==> src/rtl/seq_gen_detector_param.sv <==
// Round-robin serialiser of NWORDS words (MSB first) with Mealy/Moore pattern detectors and
// saturating hit counters. Define SEQ_HIT_POS_EN to add last-hit word/bit position outputs.
module seq_gen_detector_param #(
  parameter int unsigned        WIDTH   = 16,
  parameter int unsigned        NWORDS  = 3,
  parameter int unsigned        PAT_LEN = 4,
  parameter logic [PAT_LEN-1:0] PATTERN = 4'b1011,
  parameter int unsigned        CNT_W   = 16,
  localparam int unsigned       WI_W    = (NWORDS > 1) ? $clog2(NWORDS) : 1,
  localparam int unsigned       BI_W    = (WIDTH > 1) ? $clog2(WIDTH) : 1
) (
  input  logic                    clk_i,
  input  logic                    res_i,
  input  logic                    en_i,
  input  logic                    overlap_i,
  input  logic [NWORDS*WIDTH-1:0] words_i,
  output logic                    data_out_o,
  output logic [WI_W-1:0]         word_idx_o,
  output logic [BI_W-1:0]         bit_idx_o,
  output logic                    mealy_f_o,
  output logic                    moore_f_o,
  output logic [CNT_W-1:0]        mealy_cnt_o,
  output logic [CNT_W-1:0]        moore_cnt_o
`ifdef SEQ_HIT_POS_EN
  ,
  output logic [WI_W-1:0]         last_hit_word_o,
  output logic [BI_W-1:0]         last_hit_bit_o
`endif
);

  localparam int unsigned HW     = PAT_LEN - 1;
  localparam int unsigned FILL_W = $clog2(PAT_LEN);
  localparam logic [BI_W-1:0]   BitLast  = BI_W'(WIDTH - 1);
  localparam logic [WI_W-1:0]   WordLast = WI_W'(NWORDS - 1);
  localparam logic [FILL_W-1:0] FillFull = FILL_W'(PAT_LEN - 1);

  typedef enum logic [1:0] {StIdle, StFill, StArmed} state_e;

  state_e             state_q, state_d;
  logic [WI_W-1:0]    word_idx_q, word_idx_d;
  logic [BI_W-1:0]    bit_idx_q, bit_idx_d;
  logic [HW-1:0]      hist_q, hist_d;
  logic [FILL_W-1:0]  fill_q, fill_d, fill_inc;
  logic               moore_q, moore_d;
  logic [CNT_W-1:0]   mealy_cnt_q, mealy_cnt_d, moore_cnt_q, moore_cnt_d;
  logic [WIDTH-1:0]   cur_word;
  logic [PAT_LEN-1:0] window;

  // Live word select: a change on words_i shows up on the very next read.
  always_comb begin
    cur_word = '0;
    for (int unsigned k = 0; k < NWORDS; k++) begin
      if (word_idx_q == WI_W'(k)) cur_word = words_i[k*WIDTH +: WIDTH];
    end
    data_out_o = cur_word[BitLast - bit_idx_q];
    window     = {hist_q, data_out_o};
    mealy_f_o  = en_i && (state_q == StArmed) && (window == PATTERN);
  end

  always_comb begin
    word_idx_d = word_idx_q;
    bit_idx_d  = bit_idx_q;
    hist_d     = hist_q;
    fill_d     = fill_q;
    state_d    = state_q;
    fill_inc   = (fill_q == FillFull) ? fill_q : fill_q + 1'b1;
    if (en_i) begin
      hist_d = window[HW-1:0];
      if (bit_idx_q == BitLast) begin
        bit_idx_d  = '0;
        word_idx_d = (word_idx_q == WordLast) ? '0 : word_idx_q + 1'b1;
      end else begin
        bit_idx_d = bit_idx_q + 1'b1;
      end
      case (state_q)
        StIdle, StFill: begin
          fill_d  = fill_inc;
          state_d = (fill_inc == FillFull) ? StArmed : StFill;
        end
        StArmed: begin
          // Non-overlapped: history is kept but ignored until a full refill.
          if (mealy_f_o && !overlap_i) begin
            fill_d  = '0;
            state_d = StFill;
          end
        end
        default: state_d = StIdle;
      endcase
    end
  end

  always_comb begin
    moore_d     = mealy_f_o;
    mealy_cnt_d = mealy_cnt_q;
    moore_cnt_d = moore_cnt_q;
    if (mealy_f_o && (mealy_cnt_q != '1)) mealy_cnt_d = mealy_cnt_q + 1'b1;
    if (moore_q && (moore_cnt_q != '1)) moore_cnt_d = moore_cnt_q + 1'b1;
  end

  always_ff @(posedge clk_i) begin
    if (res_i) begin
      state_q     <= StIdle;
      word_idx_q  <= '0;
      bit_idx_q   <= '0;
      hist_q      <= '0;
      fill_q      <= '0;
      moore_q     <= 1'b0;
      mealy_cnt_q <= '0;
      moore_cnt_q <= '0;
    end else begin
      state_q     <= state_d;
      word_idx_q  <= word_idx_d;
      bit_idx_q   <= bit_idx_d;
      hist_q      <= hist_d;
      fill_q      <= fill_d;
      moore_q     <= moore_d;
      mealy_cnt_q <= mealy_cnt_d;
      moore_cnt_q <= moore_cnt_d;
    end
  end

  assign word_idx_o  = word_idx_q;
  assign bit_idx_o   = bit_idx_q;
  assign moore_f_o   = moore_q;
  assign mealy_cnt_o = mealy_cnt_q;
  assign moore_cnt_o = moore_cnt_q;

`ifdef SEQ_HIT_POS_EN
  logic [WI_W-1:0] hit_word_q;
  logic [BI_W-1:0] hit_bit_q;

  always_ff @(posedge clk_i) begin
    if (res_i) begin
      hit_word_q <= '0;
      hit_bit_q  <= '0;
    end else if (mealy_f_o) begin
      hit_word_q <= word_idx_q;
      hit_bit_q  <= bit_idx_q;
    end
  end

  assign last_hit_word_o = hit_word_q;
  assign last_hit_bit_o  = hit_bit_q;
`endif

endmodule

==> config.mk <==
export PLATFORM = sky130hd
export DESIGN_NAME = seq_gen_detector_param
export DESIGN_NICKNAME = d
export VERILOG_FILES = /design/src/rtl/seq_gen_detector_param.sv
export SDC_FILE = /design/constraint.sdc
export NUM_CORES = 1
export LEC_CHECK = 0
export BUFFER_PORTS_ARGS = -buffer_cell sky130_fd_sc_hd__buf_2
export CAP_MARGIN = 20
export CORE_MARGIN = 5
export CORE_UTILIZATION = 26
export CTS_BUF_LIST = sky130_fd_sc_hd__clkbuf_8
export DETAILED_ROUTE_END_ITERATION = 8
export GPL_ROUTABILITY_DRIVEN = 1
export SLEW_MARGIN = 20
export SYNTH_ARGS = -nofsm -noshare
export SYNTH_HDL_FRONTEND = slang
export SYNTH_SLANG_ARGS = --single-unit
==> constraint.sdc <==
create_clock -name clk_i -period 3.2 [get_ports clk_i]
set_clock_uncertainty 0.1 [all_clocks]
set_input_delay 0.32 -clock clk_i [delete_from_list [all_inputs] [get_ports clk_i]]
set_output_delay 0.32 -clock clk_i [all_outputs]
set_load 0.005 [all_outputs]
# [Word-level counts from Yosys, hierarchy flattened]
# Index checks and enable logic that the tools add are counted.
[op_classes] n_lt_le_gt_ge=1 reduce_logical=13 addsub=6 n_eq_ne=11 n_mux=13
[op_table] cell="$mux W16" count=3
[op_table] cell="$add A16 B1 Y16 const B" count=2
[op_table] cell="$ne A16 B16 Y1 const B" count=2
[op_table] cell="$mux W2" count=5
[op_table] cell="$eq A2 B2 Y1 const B" count=4
[op_table] cell="$eq A4 B4 Y1 const B" count=2
[op_table] cell="$pmux W2 S2" count=2
[op_table] cell="$logic_and A1 B1 Y1" count=5
[op_table] cell="$lt A4 B5 Y1 const B" count=1
[op_table] cell="$add A2 B1 Y2 const B" count=2
[op_table] cell="$add A4 B1 Y4 const B" count=1
[op_table] cell="$bmux W1 S4" count=1
[op_table] cell="$eq A2 B1 Y1 const B" count=2
[op_table] cell="$logic_not A2 Y1" count=2
[op_table] cell="$mux W4" count=1
[op_table] cell="$reduce_and A2 Y1" count=2
[op_table] cell="$sub A4 B4 Y4 const A" count=1
[op_table] cell="$reduce_and A3 Y1" count=1
[op_table] cell="$ne A2 B1 Y1 const B" count=1
[op_table] cell="$reduce_bool A2 Y1" count=1
[op_table] cell="$reduce_or A2 Y1" count=1
[op_table] cell="$logic_not A1 Y1" count=1
[op_table] cell="$mux W1" count=1
[totals] regBits=46 inputBits=52 output_inout_bits=41 word_cells=52

# [Logic depth before layout (Yosys ltp)]
# Gate-level depths: netlist of run 1.
[logic_depth] word_depth=11 mapped_depth=12 ltp_nobuf=8

# [Worst setup path after synthesis of run 1]
# Ideal clock, no wire load.
[synth_path] path_kind="register -> register" start="register word_idx_q[0] (netlist: word_idx_o[0])" end="register fill_q[0]" slack_ps=626 path_buffers=3 synth_period_minus_slack_ps=2574 stages_incl_launch_ff=11 arrival_ps=2342 t_required_ps=2969 setup_time_ps=131 path_cell_list="dfxtp_1 -> buf_6 -> buf_12 -> mux2i_1 -> mux4_2 -> a222oi_1 -> o211a_2 -> nand3_4 -> buf_2 -> a2111oi_0 -> nor3_1"
[synth_via] elab_chain_len=11 elab_cells_between_ends=13 classes_between="4 x eq/ne; 5 x mux; 4 x reduce/logical"
[synth_rtl] element="start, declared" line_no="40" text="logic [WI_W-1:0] word_idx_q, word_idx_d;"
[synth_rtl] element="start signal, assigned" line_no="112" text="word_idx_q <= word_idx_d;"
[synth_rtl] element="$logic_not A2 Y1" line_no="53" text="if (word_idx_q == WI_W'(k)) cur_word = words_i[k*WIDTH +: WIDTH];"
[synth_rtl] element="$mux W16 (2 in series)" line_no="53"
[synth_rtl] element="$mux W16 (*)" line_no="53"
[synth_rtl] element="$bmux W1 S4 (*)" line_no="55" text="data_out_o = cur_word[BitLast - bit_idx_q];"
[synth_rtl] element="$mux W1 (not written as such) (*)" line_no="55"
[synth_rtl] element="$eq A4 B4 Y1 (*)" line_no="57" text="mealy_f_o = en_i && (state_q == StArmed) && (window == PATTERN);"
[synth_rtl] element="$logic_and A1 B1 Y1 (*)" line_no="57"
[synth_rtl] element="$logic_and A1 B1 Y1 (*)" line_no="82" text="if (mealy_f_o && !overlap_i) begin"
[synth_rtl] element="$ne A2 B1 Y1 (no source line) (*)"
[synth_rtl] element="$reduce_and A3 Y1 (no source line) (*)"
[synth_rtl] element="end signal, assigned" line_no="115" text="fill_q <= fill_d;"
[synth_rtl] element="end, declared" line_no="43" text="logic [FILL_W-1:0] fill_q, fill_d, fill_inc;"
# Mark *: on every way between the ends. The rest lies on a longest branch, timed or not. The select of a mux whose other input is x is not followed.
# A chain may end at the register's enable or synchronous reset.

# [Worst setup path in the final report of run 1]
[layout_path] start="register word_idx_q[0] (netlist: word_idx_o[0])" end="output port mealy_f_o"
[layout_via] elab_chain_len=8 elab_cells_between_ends=10 classes_between="3 x eq/ne; 5 x mux; 2 x reduce/logical"
[layout_rtl] element="$logic_not A2 Y1" line_no="53"
[layout_rtl] element="$mux W16 (2 in series)" line_no="53"
[layout_rtl] element="$mux W16 (*)" line_no="53"
[layout_rtl] element="$bmux W1 S4 (*)" line_no="55"
[layout_rtl] element="$mux W1 (not written as such) (*)" line_no="55"
[layout_rtl] element="$eq A4 B4 Y1 (*)" line_no="57"
[layout_rtl] element="$logic_and A1 B1 Y1 (*)" line_no="57"
[layout_rtl] element="end, declared" line_no="20" text="output logic mealy_f_o,"
# Marked as above.

==> metrics.txt, run 1 <==
# TYPE chip_impl_metric gauge
chip_impl_info{name="status",value="completed"} 1
chip_impl_info{name="tritoncts",value="yes"} 1
chip_impl_metric{name="reg2reg_slack",unit="ns"} 0.38
chip_impl_metric{name="post_synth_mux_area_share",unit="%"} 14.3
chip_impl_metric{name="netlist_area",unit="sq um"} 2730
chip_impl_info{name="setup.worst_path.end_class",value="primary output"} 1
chip_impl_metric{name="synth_enable_flop_cells",unit=""} 0
chip_impl_metric{name="number_of_warnings_reported_in_the_yosys_synthesis_log",unit=""} 0
chip_impl_metric{name="core.rowCount",unit=""} 37
chip_impl_metric{name="finalHoldViolCount",unit=""} 0
chip_impl_metric{name="final_layout_net_count",unit=""} 463
chip_impl_info{name="worst_hold_path.endpoint",value="state_q[0]"} 1
chip_impl_metric{name="totalWireLength",unit="mm"} 6.91
chip_impl_metric{name="die-area",unit="sq um"} 12700
chip_impl_metric{name="cell_internal_power",unit="mW"} 0.856
chip_impl_info{name="main_combinational_cell_family_by_area_after_synthesis",value="simple AND/OR/NAND/NOR gates"} 1
chip_impl_metric{name="part_of_the_yosys_area_used_for_sequential_elements",unit="%"} 33.7
chip_impl_metric{name="leakagePower",unit="nW"} 1.35
chip_impl_info{name="worstSetupPathType",value="register to primary output"} 1
chip_impl_metric{name="dieHeight",unit="microns"} 113
chip_impl_metric{name="antenna_violations_before_repair",unit=""} 1
chip_impl_metric{name="sequentialPowerShare",unit="%"} 52.7
chip_impl_metric{name="clkTransAtPathRegs",unit="ns"} 0.08
chip_impl_metric{name="fin_setup_tns",unit="ns"} 0
chip_impl_metric{name="setup_viol_count_final",unit=""} 0
chip_impl_metric{name="cp_data_required_time",unit="ns"} 2.78
chip_impl_metric{name="hold_buffers",unit=""} 0
chip_impl_info{name="hold_path.startpoint",value="overlap_i"} 1
chip_impl_metric{name="count_of_tritonroute_iterations_in_the_first_routing_pass",unit=""} 4
chip_impl_metric{name="post_route_ant_nets",unit=""} 0
chip_impl_metric{name="numPortBuffers",unit=""} 92
chip_impl_metric{name="switching_share",unit="%"} 23.2
chip_impl_metric{name="ys_seq_elements",unit=""} 46
chip_impl_metric{name="max_slew_violation_total_from_the_final_report",unit=""} 0
chip_impl_metric{name="floorplan.core_area",unit="sq um"} 10300
chip_impl_metric{name="cp_max_fo",unit=""} 18
chip_impl_metric{name="min_period",unit="ns"} 3.00
chip_impl_metric{name="drc",unit=""} 0
chip_impl_metric{name="rr_worst_depth",unit=""} 7
chip_impl_info{name="cp-start-kind",value="register"} 1
chip_impl_metric{name="worst-slew-pin-transition",unit="ns"} 0.597
chip_impl_metric{name="starting_density_of_the_core",unit="%"} 26.6
chip_impl_metric{name="maxClockFrequency",unit="MHz"} 333
chip_impl_metric{name="mappedNetlistNets",unit=""} 377
chip_impl_metric{name="insertion_delay",unit="ns"} 0.29
chip_impl_metric{name="routed-via-count",unit=""} 2596
chip_impl_metric{name="cts.sink_count",unit=""} 46
chip_impl_metric{name="core_util_final",unit="%"} 33.3
chip_impl_metric{name="grt-ovfl-total",unit=""} 0
chip_impl_info{name="mostFrequentLayoutCell",value="buf_2"} 1
chip_impl_info{name="min_path_type",value="primary input to register"} 1
chip_impl_metric{name="power_frac_comb",unit="%"} 10.7
chip_impl_metric{name="post_synth_num_cell_types",unit=""} 50
chip_impl_metric{name="avgViaCountPerCell",unit=""} 4.76
chip_impl_metric{name="io_pins",unit=""} 93
chip_impl_metric{name="clock_tree.htree_level_count",unit=""} 2
chip_impl_metric{name="p_switching",unit="mW"} 0.258
chip_impl_metric{name="drt-initial-drc-count",unit=""} 119
chip_impl_info{name="layout.cells.most_common_list",value="buf_2, dfxtp_1, nor2_1, mux2i_1, nand3_1"} 1
chip_impl_info{name="reg2reg_from",value="word_idx_o[0]"} 1
chip_impl_metric{name="post_synth_inst_count",unit=""} 322
chip_impl_metric{name="wl_per_cell",unit="microns"} 12.7
chip_impl_metric{name="filler_cell_count_in_the_final_layout",unit=""} 1081
chip_impl_metric{name="tritoncts.num_buffers",unit=""} 5
chip_impl_metric{name="synth_xor_xnor_area_share",unit="%"} 4.81
chip_impl_metric{name="dieWidth",unit="microns"} 113
chip_impl_metric{name="fin_hold_ws",unit="ns"} 0.240
chip_impl_metric{name="pwr-share-clk",unit="%"} 36.6
chip_impl_info{name="cts_root_buffer",value="clkbuf_8"} 1
chip_impl_metric{name="clk_path_buf_depth",unit=""} 2
chip_impl_metric{name="synth_fa_ha_area_share",unit="%"} 1.37
chip_impl_metric{name="synthToLayoutAreaGrowth",unit="%"} 25.3
chip_impl_metric{name="average_footprint_of_a_synthesized_cell",unit="sq um"} 8.49
chip_impl_metric{name="track_usage",unit="%"} 10.6
chip_impl_metric{name="vdd_ir_drop_max",unit="uV"} 160
chip_impl_metric{name="grt_max_degree",unit=""} 31
chip_impl_metric{name="timing.final.crit_share",unit="%"} 93.8
chip_impl_metric{name="post_synthesis_compound_gate_area_fraction",unit="%"} 12.0
chip_impl_metric{name="synth_async_sr_flop_share",unit="%"} 0
chip_impl_metric{name="synth_simple_gate_area_share",unit="%"} 28.3
chip_impl_metric{name="grt_pass1_wl",unit="mm"} 11.4
chip_impl_metric{name="max_slew_headroom",unit="%"} 59.9
chip_impl_metric{name="num_antenna_cells",unit=""} 0
chip_impl_metric{name="post_route_cells_drive_above_1_share",unit="%"} 31.8
chip_impl_metric{name="grt_pass1_vias",unit=""} 2526
chip_impl_metric{name="cp_data_arrival_time",unit="ns"} 2.58
chip_impl_info{name="crit-reg2reg-capture",value="mealy_cnt_o[15]"} 1
chip_impl_metric{name="drv.max_cap_violation_count",unit=""} 0
chip_impl_metric{name="power.density",unit="nW/um^2"} 325
chip_impl_metric{name="post-dp-hpwl",unit="mm"} 5.34
chip_impl_metric{name="min_delay_path_depth",unit=""} 3
chip_impl_metric{name="place_congestion",unit=""} 0.813
chip_impl_metric{name="post_cts.repair.setup_buffers",unit=""} 0
chip_impl_metric{name="cts.repair.resized",unit=""} 1
chip_impl_info{name="synth_top_flop_cell",value="dfxtp_1"} 1
chip_impl_info{name="rsz_0062_raised_after_global_routing",value="false"} 1
==> kinds of logic after synthesis <==
family,Yosys count
buffers and inverters,31
xor gates and xnor gates,15
DFF,46
adders and majority gates,3
muxes,33
and+or+nand+nor,146
AOI/OAI and AO/OA,48
==> per-layer routing <==
metal  wire, microns  share of wire [%]  vias to the layer above  track usage, %
met3             245                3.5                        8            1.94
met5              13               0.19                        -               0
li1                -                  -                     1312               -
met1            3290                 48                     1230            13.5
met4              42               0.61                        2            3.61
met2            3320                 48                       44            18.1
==> synth_stat cells, drive strengths merged, types with 9 or more instances <==
library cell  count  area share (%)
mux2i            21             7.7
nand2             9             1.2
inv              10             1.4
dfxtp            46              34
nor2b            12             2.7
nand2b           11             2.5
nor2             43             5.9
o211ai            9             2.5
nand3b           11             3.0
nor3             16             2.9
buf              12             2.9
a21oi            15             2.7
nand3            21             4.3
clkbuf            9             1.2
==> worst max-delay path: stages, from the launching register on <==
cell and delay [ns]:
dfxtp_4 0.46, mux2i_1 0.11, mux4_2 0.46, a222oi_1 0.43, o211a_2 0.29, nand3_4 0.21, inv_1 0.20, buf_2 0.14
==> sequential cells by signal, indices dropped and copies added (netlist names) <==
name / cells
mealy_cnt_o: 16
hist_q: 3
fill_q: 2
moore_f_o: 1
word_idx_o: 2
bit_idx_o: 4
moore_cnt_o: 16
state_q: 2
==> area by class of cell <==
type | count | area [sq um] | share of cell area, %
Clock buffer | 8 | 110 | 3.22
Sequential cell | 46 | 926 | 27.0
Multi-Input combinational cell | 245 | 1660 | 48.5
Timing Repair Buffer | 100 | 520 | 15.2
Inverter | 10 | 37.5 | 1.10
Tap cell | 136 | 170 | 4.97
==> power groups by stage <==
stage / Clock, mW / Combinational (mW) / Sequential (mW)
4_1_cts: 0.422 / 0.121 / 0.589
6_report: 0.407 / 0.119 / 0.588
3_3_place_gp: 0 / 0.119 / 0.602
5_1_grt: 0.449 / 0.135 / 0.589
2_1_floorplan: 0 / 0.0671 / 0.600
3_5_place_dp: 0 / 0.121 / 0.602
==> per-stage QoR <==
step                      setup slack, ns  area [sq um]  power [mW]  instances
after detailed placement            0.140          3310       0.723        537
after global routing               0.0513          3420        1.17        545
after global placement              0.160          3310       0.720        537
final                               0.198          3420        1.11        545
after CTS                           0.106          3420        1.13        545
after floorplan                     0.626          2730       0.668        322
==> how the worst max path moves through the flow <==
stage             startpoint              end  slack, ns  cells past startpoint
2_1_floorplan  word_idx_o[0]        fill_q[0]       0.63                     10
3_3_place_gp   word_idx_o[0]  mealy_cnt_o[15]       0.16                      7
3_5_place_dp   word_idx_o[0]  mealy_cnt_o[15]       0.14                      7
4_1_cts        word_idx_o[1]        mealy_f_o       0.11                      6
5_1_grt        word_idx_o[0]        mealy_f_o       0.05                      7
6_report       word_idx_o[0]        mealy_f_o       0.20                      7
No activity file was read; power rests on OpenSTA's default activity.
==> run 2, diff against run 1 <==
Settings changed: CELL_PAD_IN_SITES_DETAIL_PLACEMENT set to 1, CELL_PAD_IN_SITES_GLOBAL_PLACEMENT set to 1, PLACE_DENSITY_LB_ADDON set to 0.1.
==> metrics.txt, run 2 (synthesis gave the netlist of run 1 again) <==
# TYPE chip_impl_metric gauge
chip_impl_info{name="status",value="completed"} 1
chip_impl_metric{name="post_route_ant_nets",unit=""} 0
chip_impl_info{name="rsz_0062_raised_after_global_routing",value="false"} 1
chip_impl_metric{name="core_util_final",unit="%"} 33.6
chip_impl_metric{name="max_slew_violation_total_from_the_final_report",unit=""} 0
chip_impl_metric{name="fin_setup_tns",unit="ns"} 0
chip_impl_metric{name="numPortBuffers",unit=""} 92
chip_impl_metric{name="insertion_delay",unit="ns"} 0.30
chip_impl_metric{name="drc",unit=""} 0
chip_impl_metric{name="totalWireLength",unit="mm"} 8.11
chip_impl_metric{name="cp_data_required_time",unit="ns"} 2.78
chip_impl_metric{name="core.rowCount",unit=""} 37
chip_impl_metric{name="critical_path_buf_inv_count",unit=""} 3
chip_impl_metric{name="final_layout_net_count",unit=""} 469
chip_impl_info{name="cp-start-kind",value="register"} 1
chip_impl_metric{name="grt_pass1_vias",unit=""} 2730
chip_impl_metric{name="cp_data_arrival_time",unit="ns"} 2.52
chip_impl_metric{name="antenna_violations_before_repair",unit=""} 0
chip_impl_metric{name="min_period",unit="ns"} 2.94
chip_impl_metric{name="avgViaCountPerCell",unit=""} 4.85
chip_impl_info{name="cp_top_family",value="compound AO/OA/AOI/OAI gates"} 1
chip_impl_metric{name="fin_cells",unit=""} 551
chip_impl_metric{name="count_of_tritonroute_iterations_in_the_first_routing_pass",unit=""} 4
chip_impl_info{name="layout.cells.most_common_list",value="buf_2, dfxtp_1, nor2_1, mux2i_1, nand3_1"} 1
chip_impl_metric{name="post_route_cells_drive_above_1_share",unit="%"} 32.8
chip_impl_info{name="tritoncts",value="yes"} 1
chip_impl_info{name="min_path_type",value="primary input to register"} 1
chip_impl_metric{name="tritoncts.num_buffers",unit=""} 5
chip_impl_metric{name="grt-ovfl-total",unit=""} 0
chip_impl_metric{name="drt-initial-drc-count",unit=""} 85
chip_impl_metric{name="maxClockFrequency",unit="MHz"} 340
chip_impl_metric{name="num_antenna_cells",unit=""} 0
chip_impl_metric{name="filler_cell_count_in_the_final_layout",unit=""} 1287
chip_impl_metric{name="post-dp-hpwl",unit="mm"} 6.28
chip_impl_info{name="path_cells",value="buf_4 > buf_4 > mux2i_1 > o211ai_1 > a2111o_1 > o211a_2 > and2_2 > buf_2"} 1
chip_impl_metric{name="setup_viol_count_final",unit=""} 0
chip_impl_info{name="critical-path-slowest-cell",value="dfxtp_4"} 1
chip_impl_metric{name="clock_tree.htree_level_count",unit=""} 2
chip_impl_metric{name="floorplan.core_area",unit="sq um"} 10300
chip_impl_info{name="worstSetupPathType",value="register to primary output"} 1
chip_impl_metric{name="cts.sink_count",unit=""} 46
chip_impl_metric{name="worst-slew-pin-transition",unit="ns"} 0.750
chip_impl_metric{name="clkTransAtPathRegs",unit="ns"} 0.10
chip_impl_metric{name="track_usage",unit="%"} 12.7
chip_impl_metric{name="timing.final.crit_share",unit="%"} 91.8
chip_impl_metric{name="multi_input_area",unit="sq um"} 1660
chip_impl_metric{name="starting_density_of_the_core",unit="%"} 26.6
chip_impl_info{name="cts_root_buffer",value="clkbuf_8"} 1
chip_impl_metric{name="drv.max_cap_violation_count",unit=""} 0
chip_impl_metric{name="cp_max_fo",unit=""} 14
chip_impl_metric{name="finalHoldViolCount",unit=""} 0
chip_impl_metric{name="leakagePower",unit="nW"} 1.36
chip_impl_metric{name="placed_cells",unit=""} 537
chip_impl_info{name="setup.worst_path.end_class",value="primary output"} 1
chip_impl_metric{name="power.density",unit="nW/um^2"} 314
chip_impl_metric{name="ff_latch_area",unit="sq um"} 925
chip_impl_metric{name="fin_hold_ws",unit="ns"} 0.224
chip_impl_metric{name="maximum_single_stage_delay_on_the_critical_path",unit="ns"} 0.43
chip_impl_metric{name="io_pins",unit=""} 93
chip_impl_metric{name="vdd_ir_drop_max",unit="uV"} 150
chip_impl_metric{name="grt_pass1_wl",unit="mm"} 13.3
chip_impl_metric{name="synthToLayoutAreaGrowth",unit="%"} 26.3
chip_impl_info{name="worst_path_most_repeated_cell",value="buf_4"} 1
chip_impl_metric{name="dieWidth",unit="microns"} 113
chip_impl_metric{name="place_congestion",unit=""} 0.749
chip_impl_metric{name="die-area",unit="sq um"} 12700
chip_impl_metric{name="wl_per_cell",unit="microns"} 14.7
chip_impl_info{name="mostFrequentLayoutCell",value="buf_2"} 1
chip_impl_metric{name="max_slew_headroom",unit="%"} 50.0
chip_impl_metric{name="dieHeight",unit="microns"} 113
chip_impl_metric{name="routed-via-count",unit=""} 2670
chip_impl_metric{name="clk_path_buf_depth",unit=""} 2
chip_impl_metric{name="grt_max_degree",unit=""} 40
==> run 2: changes by cell type in the layout (fill, tap and decap cells not counted), sizes merged <==
| cell | delta |
|---|---|
| clkbuf | -3 |
| clkinvlp | +2 |
| inv | +1 |
| buf | +6 |
==> run 2: layer usage <==
layer / global-route usage [%] / wire length, microns / vias up
met5: 0 / 0 / -
met4: 3.77 / 93 / 0
met3: 2.70 / 359 / 6
met2: 22.6 / 4120 / 61
met1: 15.3 / 3540 / 1273
li1: - / - / 1330
==> run 2: power breakdown <==
group	internal (mW)	total, mW	leakage [nW]	switching [mW]
registers	0.580	0.590	0.373	0.0105
logic	0.0582	0.119	0.944	0.0607
clock network	0.157	0.376	0.0408	0.220
==> run 2: final cells by class <==
type	instances	share of cell area [%]
multi-input combinational	245	48.1
inverter	10	1.09
clock inverter	3	0.689
sequential	46	26.8
timing repair buffer	106	16.4
clock buffer	5	1.99
tap	136	4.93
==> run 2: final timing paths <==
path	start	to	slack [ns]	depth (start not counted)
worst max register to register	word_idx_o[0]	mealy_cnt_o[15]	0.34	9
worst max-delay path	word_idx_o[0]	data_out_o	0.26	8
worst min register to register	moore_cnt_o[5]	moore_cnt_o[5]	0.42	2
worst min-delay path	overlap_i	state_q[0]	0.22	3
==> run 2: through the flow <==
stage | setup slack, ns | instance area [sq um] | power (mW)
after floorplan | 0.626 | 2730 | 0.668
after global placement | 0.201 | 3310 | 0.723
after detailed placement | 0.0781 | 3310 | 0.725
after CTS | 0.0736 | 3400 | 1.11
after global routing | 0.108 | 3450 | 1.15
final | 0.263 | 3450 | 1.09
==> run 2: worst register-to-register path, cell delays in order (launching register included) <==
cell	delay, ns
dfxtp_4	0.43
buf_4	0.21
mux2i_1	0.08
mux4_2	0.45
a222oi_1	0.27
o211a_2	0.29
nand3_4	0.13
buf_4	0.16
or4_1	0.52
a21oi_1	0.17
==> run 2: what timing repair did <==
action	in CTS	in global routing
pin swaps	0	2
setup endpoints to repair	2	2
gates resized for setup	1	2
buffers inserted	0	6
endpoints found under the hold margin	0	0
hold buffers	0	0
==> run 3, diff against run 2 <==
Settings changed: MAX_ROUTING_LAYER set to met4.
Clock period 3.2 ns to 2.9 ns, I/O delays scaled along.
==> metrics.txt, run 3 (synthesis gave the netlist of run 1 again) <==
# TYPE chip_impl_metric gauge
chip_impl_metric{name="detail_route.wirelength.met1",unit="mm"} 3.64
chip_impl_metric{name="drt-initial-drc-count",unit=""} 114
chip_impl_metric{name="wl_per_cell",unit="microns"} 14.3
chip_impl_metric{name="post_route_ant_nets",unit=""} 0
chip_impl_metric{name="fin_hold_ws",unit="ns"} 0.202
chip_impl_metric{name="post-dp-hpwl",unit="mm"} 6.20
chip_impl_metric{name="min_delay_path_depth",unit=""} 3
chip_impl_metric{name="max_slew_headroom",unit="%"} 51.1
chip_impl_info{name="layout.cells.most_common_list",value="buf_2, dfxtp_1, nor2_1, buf_4, mux2i_1"} 1
chip_impl_metric{name="antenna_violations_before_repair",unit=""} 0
chip_impl_metric{name="floorplan.core_area",unit="sq um"} 10300
chip_impl_metric{name="clkTransAtPathRegs",unit="ns"} 0.09
chip_impl_metric{name="clock_tree.htree_level_count",unit=""} 2
chip_impl_info{name="reg2reg_from",value="word_idx_o[0]"} 1
chip_impl_metric{name="die-area",unit="sq um"} 12700
chip_impl_metric{name="vdd_ir_drop_max",unit="uV"} 200
chip_impl_info{name="cts_root_buffer",value="clkbuf_8"} 1
chip_impl_metric{name="cp_data_arrival_time",unit="ns"} 2.43
chip_impl_metric{name="io_pins",unit=""} 93
chip_impl_metric{name="final_layout_net_count",unit=""} 485
chip_impl_metric{name="routed-via-count",unit=""} 2712
chip_impl_metric{name="hold_buffers",unit=""} 0
chip_impl_info{name="min_path_type",value="primary input to register"} 1
chip_impl_metric{name="cp_max_fo",unit=""} 7
chip_impl_metric{name="leakagePower",unit="nW"} 1.46
chip_impl_metric{name="avgViaCountPerCell",unit=""} 4.78
chip_impl_info{name="crit-reg2reg-capture",value="mealy_cnt_o[0]"} 1
chip_impl_metric{name="timing.final.crit_share",unit="%"} 97.1
chip_impl_metric{name="min_period",unit="ns"} 2.82
chip_impl_metric{name="finalHoldViolCount",unit=""} 0
chip_impl_metric{name="track_usage",unit="%"} 13.3
chip_impl_metric{name="dieWidth",unit="microns"} 113
chip_impl_metric{name="dieHeight",unit="microns"} 113
chip_impl_metric{name="totalWireLength",unit="mm"} 8.09
chip_impl_metric{name="post_route_cells_drive_above_1_share",unit="%"} 36.7
chip_impl_metric{name="max_slew_violation_total_from_the_final_report",unit=""} 0
chip_impl_info{name="worstSetupPathType",value="register to primary output"} 1
chip_impl_metric{name="cp_data_required_time",unit="ns"} 2.51
chip_impl_metric{name="core.rowCount",unit=""} 37
chip_impl_metric{name="insertion_delay",unit="ns"} 0.30
chip_impl_metric{name="rr_worst_depth",unit=""} 10
chip_impl_metric{name="worst-slew-pin-transition",unit="ns"} 0.733
chip_impl_info{name="route.top_layer_used",value="met4"} 1
chip_impl_metric{name="cts.sink_count",unit=""} 46
chip_impl_info{name="setup.worst_path.end_class",value="primary output"} 1
chip_impl_metric{name="filler_cell_count_in_the_final_layout",unit=""} 1271
chip_impl_info{name="cp-start-kind",value="register"} 1
chip_impl_metric{name="drc",unit=""} 0
chip_impl_info{name="rsz_0062_raised_after_global_routing",value="true"} 1
chip_impl_metric{name="count_of_tritonroute_iterations_in_the_first_routing_pass",unit=""} 4
chip_impl_metric{name="core_util_final",unit="%"} 35.4
chip_impl_metric{name="layout_setup_ws",unit="ns"} 0.0833
chip_impl_metric{name="starting_density_of_the_core",unit="%"} 26.6
chip_impl_metric{name="numPortBuffers",unit=""} 92
chip_impl_metric{name="tritoncts.num_buffers",unit=""} 5
chip_impl_info{name="hold_path.startpoint",value="overlap_i"} 1
chip_impl_metric{name="grt_pass1_wl",unit="mm"} 13.7
chip_impl_info{name="status",value="completed"} 1
chip_impl_metric{name="maxClockFrequency",unit="MHz"} 355
chip_impl_metric{name="drv.max_cap_violation_count",unit=""} 0
chip_impl_metric{name="grt_pass1_vias",unit=""} 2774
chip_impl_metric{name="grt_max_degree",unit=""} 41
chip_impl_metric{name="power.density",unit="nW/um^2"} 329
chip_impl_info{name="worst_hold_path.endpoint",value="state_q[0]"} 1
chip_impl_metric{name="met3_length",unit="microns"} 277
chip_impl_metric{name="num_antenna_cells",unit=""} 0
chip_impl_info{name="mostFrequentLayoutCell",value="buf_2"} 1
chip_impl_metric{name="clk_path_buf_depth",unit=""} 2
chip_impl_metric{name="place_congestion",unit=""} 0.782
chip_impl_metric{name="synthToLayoutAreaGrowth",unit="%"} 33.1
chip_impl_metric{name="reg2reg_slack",unit="ns"} 0.12
chip_impl_metric{name="wl_met2",unit="mm"} 4.10
chip_impl_metric{name="preCtsSetupSlack",unit="ns"} -0.0677
chip_impl_metric{name="grt-ovfl-total",unit=""} 0
chip_impl_metric{name="setup_viol_count_final",unit=""} 0
chip_impl_info{name="tritoncts",value="yes"} 1
[run 3: changes by cell type in the layout (fill, tap and decap cells not counted), moves of 2 or more]
cell	change
clkinvlp_4	-2
nand2b_4	+2
nand2b_1	-2
buf_6	+5
buf_4	+11
[run 3: layout make-up]
type | count | area (sq um) | area share (%)
Clock buffer | 5 | 68.8 | 1.89
Clock inverter | 3 | 17.5 | 0.482
Inverter | 10 | 40.0 | 1.10
Multi-Input combinational cell | 245 | 1700 | 46.6
Sequential cell | 46 | 925 | 25.4
Tap cell | 136 | 170 | 4.68
Timing Repair Buffer | 122 | 719 | 19.8
[run 3: how the worst max path moves through the flow]
| stage | from | end | cells after the start |
|---|---|---|---|
| 4_1_cts | word_idx_o[0] | data_out_o | 8 |
| 3_3_place_gp | word_idx_o[0] | mealy_cnt_o[15] | 8 |
| 3_5_place_dp | word_idx_o[0] | mealy_cnt_o[15] | 8 |
| 6_report | word_idx_o[0] | data_out_o | 8 |
| 5_1_grt | word_idx_o[0] | data_out_o | 8 |
| 2_1_floorplan | word_idx_o[0] | fill_q[0] | 10 |
[run 3: critical path, stage by stage, from the launching register on]
cell	delay, ns
dfxtp_4	0.37
buf_6	0.13
nand2b_4	0.12
mux4_2	0.47
a222oi_1	0.37
o211a_2	0.27
buf_4	0.13
and2_4	0.15
buf_2	0.12
[run 3: stage by stage]
stage	power, mW	cells	TNS, ns	cell area [sq um]
CTS	1.22	565	0	3560
global placement	0.808	551	0	3430
global route	1.27	567	-0.0467	3640
floorplan	0.737	322	0	2730
detailed placement	0.810	551	-0.315	3430
finish	1.20	567	0	3640
[run 3: layer usage]
metal | track usage (%) | up-vias
li1 | - | 1361
met1 | 16.9 | 1295
met2 | 22.3 | 48
met3 | 2.26 | 8
met4 | 3.04 | 0
met5 | - | -
[run 3: timing repair]
action | in CTS | in global routing
endpoints found under the setup margin | 13 | 8
pin swaps | 3 | 4
gates cloned | 0 | 0
setup buffers | 6 | 2
gates resized for setup | 5 | 14
[run 3: where the power goes]
group          internal (mW)  switching (mW)  total (mW)
clock                  0.167           0.233       0.400
sequential             0.640          0.0105       0.650
combinational         0.0786          0.0694       0.148
total                  0.885           0.313        1.20
